<file path="src/rtl/jpeg_block_loader.sv">
// Assembles 32-bit AXI-Stream pixel words into 8x8 blocks using two ping-pong buffers.
// Each completed block is presented as one wide word with a valid/ready handshake.
`timescale 1ns/1ps
module jpeg_block_loader #(
  parameter int unsigned DATA_WIDTH  = 32,
  parameter int unsigned INPUT_WIDTH = 8,
  parameter int unsigned DATA_DEPTH  = 8,
  parameter int unsigned PIXEL_COUNT = DATA_DEPTH * DATA_DEPTH
) (
  input  logic                               clk,
  input  logic                               reset,
  input  logic [DATA_WIDTH-1:0]              s_axis_tdata,
  input  logic                               s_axis_tvalid,
  output logic                               s_axis_tready,
  input  logic                               s_axis_tlast,
  output logic [PIXEL_COUNT*INPUT_WIDTH-1:0] blk_data,
  output logic                               blk_valid,
  input  logic                               blk_ready,
  output logic                               blk_last,
  output logic                               tlast_err,
  input  logic                               err_clr,
  output logic [15:0]                        blk_count
);

  localparam int unsigned PPW = DATA_WIDTH / INPUT_WIDTH;
  localparam int unsigned WPB = PIXEL_COUNT / PPW;
  localparam int unsigned WCW = (WPB > 1) ? $clog2(WPB) : 1;
  localparam logic [WCW-1:0] WLast = WCW'(WPB - 1);

  logic [1:0]          full_q, full_d;
  logic [1:0]          last_q, last_d;
  logic [1:0][WPB-1:0] mask_q, mask_d;
  logic [WCW-1:0]      wcnt_q, wcnt_d;
  logic                fill_sel_q, fill_sel_d;
  logic                drain_sel_q, drain_sel_d;
  logic [15:0]         blk_count_q, blk_count_d;
  logic                tlast_err_q, tlast_err_d;
  logic                tready_q, tready_d;
  logic [DATA_WIDTH-1:0] mem_q [2][WPB];

  logic accept, close, early, handoff;

  assign accept  = s_axis_tvalid && tready_q;
  assign early   = accept && s_axis_tlast && (wcnt_q != WLast);
  assign close   = accept && (s_axis_tlast || (wcnt_q == WLast));
  assign handoff = full_q[drain_sel_q] && blk_ready;

  always_comb begin
    full_d      = full_q;
    last_d      = last_q;
    mask_d      = mask_q;
    wcnt_d      = wcnt_q;
    fill_sel_d  = fill_sel_q;
    drain_sel_d = drain_sel_q;
    blk_count_d = blk_count_q;
    tlast_err_d = tlast_err_q;

    if (accept) begin
      mask_d[fill_sel_q][wcnt_q] = 1'b1;
      wcnt_d = wcnt_q + WCW'(1);
    end
    if (close) begin
      full_d[fill_sel_q] = 1'b1;
      last_d[fill_sel_q] = s_axis_tlast;
      wcnt_d             = '0;
      fill_sel_d         = ~fill_sel_q;
    end
    // Fill and drain can never target the same buffer in one cycle: fill needs it empty,
    // handoff needs it full.
    if (handoff) begin
      full_d[drain_sel_q] = 1'b0;
      last_d[drain_sel_q] = 1'b0;
      mask_d[drain_sel_q] = '0;
      drain_sel_d         = ~drain_sel_q;
      blk_count_d         = blk_count_q + 16'd1;
    end

    if (early) begin
      tlast_err_d = 1'b1;
    end else if (err_clr) begin
      tlast_err_d = 1'b0;
    end

    // Registered ready keeps it low during reset without a path from the reset pin.
    tready_d = !full_d[fill_sel_d];
  end

  always_ff @(posedge clk) begin
    if (reset) begin
      full_q      <= '0;
      last_q      <= '0;
      mask_q      <= '0;
      wcnt_q      <= '0;
      fill_sel_q  <= 1'b0;
      drain_sel_q <= 1'b0;
      blk_count_q <= '0;
      tlast_err_q <= 1'b0;
      tready_q    <= 1'b0;
    end else begin
      full_q      <= full_d;
      last_q      <= last_d;
      mask_q      <= mask_d;
      wcnt_q      <= wcnt_d;
      fill_sel_q  <= fill_sel_d;
      drain_sel_q <= drain_sel_d;
      blk_count_q <= blk_count_d;
      tlast_err_q <= tlast_err_d;
      tready_q    <= tready_d;
    end
  end

  // Pixel storage carries no reset; the word masks decide what is visible.
  always_ff @(posedge clk) begin
    if (accept) begin
      mem_q[fill_sel_q][wcnt_q] <= s_axis_tdata;
    end
  end

  always_comb begin
    blk_data = '0;
    for (int w = 0; w < WPB; w++) begin
      blk_data[w*DATA_WIDTH +: DATA_WIDTH] =
          mask_q[drain_sel_q][w] ? mem_q[drain_sel_q][w] : '0;
    end
  end

  assign s_axis_tready = tready_q;
  assign blk_valid     = full_q[drain_sel_q];
  assign blk_last      = last_q[drain_sel_q];
  assign blk_count     = blk_count_q;
  assign tlast_err     = tlast_err_q;

endmodule
</file>
<file path="config.mk">
export PLATFORM = sky130hd
export DESIGN_NAME = jpeg_block_loader
export DESIGN_NICKNAME = d
export VERILOG_FILES = /design/src/rtl/jpeg_block_loader.sv
export SDC_FILE = /design/constraint.sdc
export NUM_CORES = 1
export LEC_CHECK = 0
export CAP_MARGIN = 10
export CORE_UTILIZATION = 48
export CTS_BUF_LIST = sky130_fd_sc_hd__clkbuf_4
export CTS_CLUSTER_DIAMETER = 40
export DETAILED_ROUTE_END_ITERATION = 8
export GPL_TIMING_DRIVEN = 1
export PLACE_DENSITY_LB_ADDON = 0.05
export SLEW_MARGIN = 20
export SYNTH_ARGS = -nofsm -noshare
export SYNTH_HDL_FRONTEND = slang
export SYNTH_SLANG_ARGS = --single-unit
</file>
<file path="constraint.sdc">
create_clock -name clk -period 3.7 [get_ports clk]
set_clock_uncertainty 0.05 [all_clocks]
set_input_delay 0.74 -clock clk [delete_from_list [all_inputs] [get_ports clk]]
set_output_delay 0.74 -clock clk [all_outputs]
set_load 0.05 [all_outputs]
</file>
==> results of run 1 <==
[layer usage]
metal  global-route usage (%)  share of wire [%]  wire, µm  vias up
li1                         -                  -         -    11013
met1                     36.0                 40     47100    12293
met2                     43.4                 49     57400     1125
met3                     5.28                8.1      9560      184
met4                     11.1                3.0      3580        0
met5                        0                  0         0        -
[worst max-delay path: cells and delay by family (launching register included)]
kind          cells  cell delay (ns)
mux               1             0.36
simple gates      1             0.07
flops             1             0.40
buf+inv           4             0.97
[per-stage QoR]
| step | setup TNS [ns] | instance area (µm²) | hold slack [ns] |
|---|---|---|---|
| final | 0 | 53700 | 0.183 |
| after global routing | -0.101 | 53600 | 0.0855 |
| after CTS | -1.39 | 53800 | 0.131 |
| after detailed placement | 0 | 49400 | 0.426 |
| after global placement | 0 | 49400 | 0.416 |
| after floorplan | 0 | 40900 | 0.390 |
[Yosys cell counts (3+ instances only)]
cell,count
o31ai_1,6
a21oi_1,12
nor2b_1,3
buf_2,53
ha_1,5
edfxtp_1,1024
nand2_1,13
inv_1,6
dfxtp_1,61
mux2i_1,529
o21ai_0,4
nand3b_1,4
nor2_1,564
clkbuf_1,65
nand3_1,7
o21a_1,32
or4_1,6
nand4_1,6
and2_1,4
xor2_1,9
[registers in the layout, summed over array words and instances (netlist names), 2 cells and up, named ones only]
register   flops
blk_count     16
full_q         2
wcnt_q         4
last_q         2
mask_q        32
mem_q       1024
[final timing paths]
kind                    start            end  slack (ns)  depth (start not counted)
min reg2reg         last_q[1]      last_q[1]        0.43                          2
max reg2reg     s_axis_tready  mem_q[0][414]        1.44                          5
min          s_axis_tdata[16]   mem_q[0][80]        0.18                          1
max                 flip-flop  blk_data[476]        0.08                          6
[timing repair]
action                                  4_1_cts  5_1_grt
endpoints found under the setup margin      460      144
resized for setup                           504      138
pin swaps                                     0        0
buffers inserted                             31        3
cloned                                        6        2
[kinds of logic (layout without fill, tap and decap cells)]
family / count (synthesis) / count (layout) / synth area share, %
flip-flops: 1085 / 1085 / 78.2
AO/OA/AOI/OAI: 63 / 63 / 1.07
other: 0 / 7 / 0
AND/OR/NAND/NOR: 620 / 620 / 6.03
XOR/XNOR: 10 / 10 / 0.214
multiplexers: 532 / 535 / 13.0
adder cells (fa/ha/maj): 5 / 5 / 0.153
buffers and inverters: 126 / 1191 / 1.33
[power by group through the flow]
stage | Combinational (µW) | Clock, µW | Sequential [µW]
CTS | 1510 | 10400 | 13600
global route | 1570 | 11000 | 13600
floorplan | 733 | 0 | 13800
detailed placement | 1440 | 0 | 13800
global placement | 1420 | 0 | 13800
finish | 1510 | 10200 | 13600
[cell type report]
type | instances | share of cell area (%)
flip-flops and latches | 1085 | 59.6
well taps | 1134 | 2.64
clock buffers | 414 | 5.79
diodes | 7 | 0.0326
repair buffers | 694 | 14.1
inverters | 6 | 0.0420
clock inverters | 77 | 0.833
multi-input cells | 1233 | 17.0
==> metrics.cfg, run 1 <==
[synthesis]
synth_area_um2 = 40900
synth_area_per_cell_um2 = 16.8
synth_ff_type = edfxtp_1
synth_top_area_cell = edfxtp_1
syn_nets = 2484
synth_top_cell_area_share_pct = 75.2
yosysWarnings = 0
synth_area_leaders = edfxtp_1 (75%), mux2i_1 (13%), nor2_1 (5.2%), dfxtp_1 (3.0%), buf_2 (0.65%)
ys_ff_latch = 1085
yosysSeqAreaShare_pct = 78.2
ys_types = 41
syn_inst = 2441
ys_async_sr_fraction_pct = 0
synth_edf_count = 1024

[pwr]
power_leakage_uw = 0.0184
ir_drop_uv = 310
pwr-share-clk_pct = 40.2
p_per_area_nw_per_um2 = 470
power_frac_seq_pct = 53.8
comb_power_share_pct = 6.0
power_switching_uw = 5770
internal-power_uw = 19500
swShare_pct = 22.8
design_power_total_uw = 25200

[sta]
fin_ws_ns = 0.0768
worst_pin_slew_ns = 1.24
rsz0062_at_grt = yes
setup_violations = 0
slew_viol_final = 0
max_slew_margin_pct = 17.6
fin_crit_sh_pct = 97.9
fmax_mhz = 276
hold_viol = 0
period_minus_slack_ns = 3.62

[setup_path]
crit_type = reg2out
cp-end-kind = primary output
slowest_delay_ns = 0.44
crit_fanout = 9
critPathLaunchType = flip-flop
arrival_ns = 2.83
worstPathCellList = buf_16, buf_4, buf_4, mux2i_2, nor2_1, dlygate4sd2_1
crit_slowest_cell = dlygate4sd2_1
required_ns = 2.91
critPathMostFrequentCell = buf_4

[die]
fp.dieW_um = 294
row_count = 106
dieArea_um2 = 86400
coreArea_um2 = 84000
pin_count = 570
dieHeight_um = 294
start_util_pct = 48.7

[job]
maxCapViolations = 0

[finish]
ff_latch_area_um2 = 32000
fin_nets = 3358
final_common_cell = edfxtp_1
final_cells = 4650
layout_common_cells = edfxtp_1 (1024), nor2_1 (498), mux2i_1 (479)
fillers = 6198
drive_gt1_share_pct = 32.6
multi_input_area_um2 = 9100
syn_to_final_growth_pct = 31.2
final_util_pct = 63.9

[detailed_routing]
firstDrtPassIters = 5
drc = 0
totalWireLength_um = 118000
via_per_inst = 5.29
antenna_left = 0
wire_per_inst_um = 25.3
vias = 24615
drt_iter0_drc = 2253

[global_routing]
grt.overflow.total = 0
antenna_found_initial = 9
grt_max_degree = 65
grt_pass1_vias = 24675
grt_pass1_wl_um = 164000
track_usage_pct = 27.0

[clock_tree]
cts_buffers = 295
clk_latency_ns = 1.11
cts_max_path_buffers = 4
htreeDepth = 5
cts.sinks = 1085
clk_pin_slew_ns = 0.06
cts_tree = built
hold_buffers = 0
cts-root-buf = clkbuf_4

[place]
gp_congestion = 0.810
preCtsSetupSlack_ns = 0.578
dp_cells = 4111
dp_hpwl_um = 69300
io_buffers = 569

[run_status]
status = finished clean

[worst_hold_path]
min_path_type = in2reg

No activity file was read; power rests on OpenSTA's default activity.
==> run 2, diff against run 1 <==
SKIP_CTS_REPAIR_TIMING = 1   (was unset)
==> run 2 against run 1 <==
Against the previous run: the run now ends with negative setup slack left; flip-flop and latch count unchanged; sequential power about the same; core utilization grew 1.0 points; hold slack lost 0.012 ns; highest routed layer unchanged.
==> metrics.cfg, run 2 (same netlist as run 1, synthesis figures left out) <==
[finish]
drive_gt1_share_pct = 30.3  ; -2.3 points
syn_to_final_growth_pct = 33.3
regMostFlops = mem_q
largest_reg_flops = 1024  ; unchanged
fillers = 6065  ; -2.1%
final_common_cell = edfxtp_1
layout_common_cells = edfxtp_1 (1024), nor2_1 (486), mux2i_1 (484)
final_util_pct = 64.9  ; +1.0 points
fin_nets = 3372  ; +0.42%

[setup_path]
worstPathCellList = buf_4, mux2i_2, buf_4, nor2_1, buf_12
r2r-end = mem_q[0][414]
crit_slowest_cell = mux2i_2
arrival_ns = 3.03  ; +0.20 ns
required_ns = 2.91  ; about the same
critPathTopFamily = buffers and inverters
critPathLaunchType = flip-flop
slowest_delay_ns = 0.61  ; +0.17 ns
startpoint = drain_sel_q
reg2regPathDepth = 5  ; unchanged
crit_type = reg2out
critPathMostFrequentCell = buf_4
reg2reg_slack_ns = 1.46  ; +0.02 ns
rr_startpoint = s_axis_tready
crit_fanout = 22  ; +13
cp-end-kind = primary output
critPathBufInv = 3  ; -1

[worst_hold_path]
hold_path_end = mem_q[0][80]
worstHoldPathCells = 1  ; unchanged
hold_start = s_axis_tdata[16]
min_path_type = in2reg

[run_status]
violations = negative setup slack
status = complete, but fails checks

[global_routing]
grt.overflow.total = 0  ; unchanged
grt_max_degree = 65  ; unchanged
grt_pass1_vias = 24281  ; -1.6%
grt_pass1_wl_um = 160000  ; -2.2%
track_usage_pct = 26.3  ; -0.63 points
antenna_found_initial = 8  ; -1

[job]
maxCapViolations = 0  ; unchanged

[pwr]
ir_drop_uv = 311  ; +0.50%
p_per_area_nw_per_um2 = 464  ; -1.4%
power_leakage_uw = 0.0215  ; +17%

[clock_tree]
cts.sinks = 1085  ; unchanged
clk_pin_slew_ns = 0.06  ; about the same
htreeDepth = 5  ; unchanged
cts_max_path_buffers = 4  ; unchanged
clk_latency_ns = 1.12  ; about the same
cts_buffers = 295  ; unchanged
cts_tree = built
cts-root-buf = clkbuf_4

[die]
fp.dieW_um = 294  ; unchanged
row_count = 106  ; unchanged
start_util_pct = 48.7  ; unchanged
dieArea_um2 = 86400  ; unchanged
coreArea_um2 = 84000  ; unchanged
pin_count = 570  ; unchanged
dieHeight_um = 294  ; unchanged

[place]
io_buffers = 569  ; unchanged
gp_congestion = 0.810  ; unchanged
preCtsSetupSlack_ns = 0.578  ; unchanged
dp_hpwl_um = 69300  ; unchanged

[sta]
setup_violations = 38  ; +38
worst_pin_slew_ns = 1.26  ; +0.0274 ns
max_slew_margin_pct = 15.8  ; -1.8 points
fmax_mhz = 262  ; -5.0%
fin_ws_ns = -0.116  ; -0.192 ns
slew_viol_final = 0  ; unchanged
fin_crit_sh_pct = 103  ; +5.2 points
period_minus_slack_ns = 3.82  ; +0.192 ns
hold_viol = 0  ; unchanged
rsz0062_at_grt = yes

[detailed_routing]
totalWireLength_um = 119000  ; +0.92%
firstDrtPassIters = 6  ; +1
antenna_left = 0  ; unchanged
wire_per_inst_um = 25.4  ; +0.55%
vias = 24836  ; +0.90%
via_per_inst = 5.32  ; +0.53%
drt_iter0_drc = 2184  ; -3.1%
drc = 0  ; unchanged

==> run 2: cell types whose count changed in the layout (fill, tap and decap cells not counted), moves of 4 or more <==
cell / change
buf_2: -33
buf_4: +5
buf_6: +8
clkbuf_16: +5
clkbuf_2: -4
clkdlybuf4s15_1: -5
clkdlybuf4s15_2: -61
dlygate4sd2_1: -93
dlymetal6s2s_1: +195
mux2i_1: +5
mux2i_2: -7
nor2_1: -12
nor2_2: +14
==> run 2: final cells by class <==
type / instances / area, µm² / area share [%]
Clock inverter: 77 / 447 / 0.819
Inverter: 6 / 22.5 / 0.0413
Multi-Input combinational cell: 1233 / 9120 / 16.7
Timing Repair Buffer: 708 / 8390 / 15.4
Tap cell: 1134 / 1420 / 2.60
Sequential cell: 1085 / 32000 / 58.7
Antenna cell: 10 / 25.0 / 0.0459
Clock buffer: 414 / 3110 / 5.70
==> run 2: stage by stage <==
stage / hold slack, ns / cells / power, µW / instance area (µm²) / TNS [ns]
6_report: 0.171 / 4667 / 25300 / 54500 / -3.20
4_1_cts: 0.131 / 4602 / 25400 / 53000 / -139.24
2_1_floorplan: 0.390 / 2441 / 14600 / 40900 / 0
5_1_grt: 0.0855 / 4658 / 26100 / 54500 / -10.90
3_5_place_dp: 0.426 / 4111 / 15300 / 49400 / 0
3_3_place_gp: 0.416 / 4111 / 15300 / 49400 / 0
==> run 2: where the power goes <==
| group | leakage, µW | internal (µW) | switching (µW) |
|---|---|---|---|
| Combinational | 0.00971 | 477 | 1070 |
| Sequential | 0.00971 | 13500 | 41.3 |
| Clock | 0.00213 | 5490 | 4690 |
| Total | 0.0215 | 19500 | 5800 |
==> run 2: layer usage <==
metal  wire [µm]  vias to the layer above  share of wire, %  global-route usage (%)
li1            -                    11054                 -                       -
met4        3650                        0               3.1                    10.8
met5           0                        -                 0                       0
met1       47800                    12473                40                    34.9
met2       58000                     1111                49                    42.5
met3        9310                      198               7.8                    5.41
==> run 2: how the worst max path moves through the flow <==
| stage | slack (ns) | cells after the start | end |
|---|---|---|---|
| 6_report | -0.12 | 5 | blk_data[327] |
| 5_1_grt | -0.29 | 5 | blk_data[344] |
| 4_1_cts | -0.56 | 4 | blk_data[465] |
| 3_5_place_dp | 0.58 | 6 | mem_q[0][395] |
| 3_3_place_gp | 0.65 | 5 | blk_data[83] |
| 2_1_floorplan | 0.42 | 4 | mem_q[1][100] |
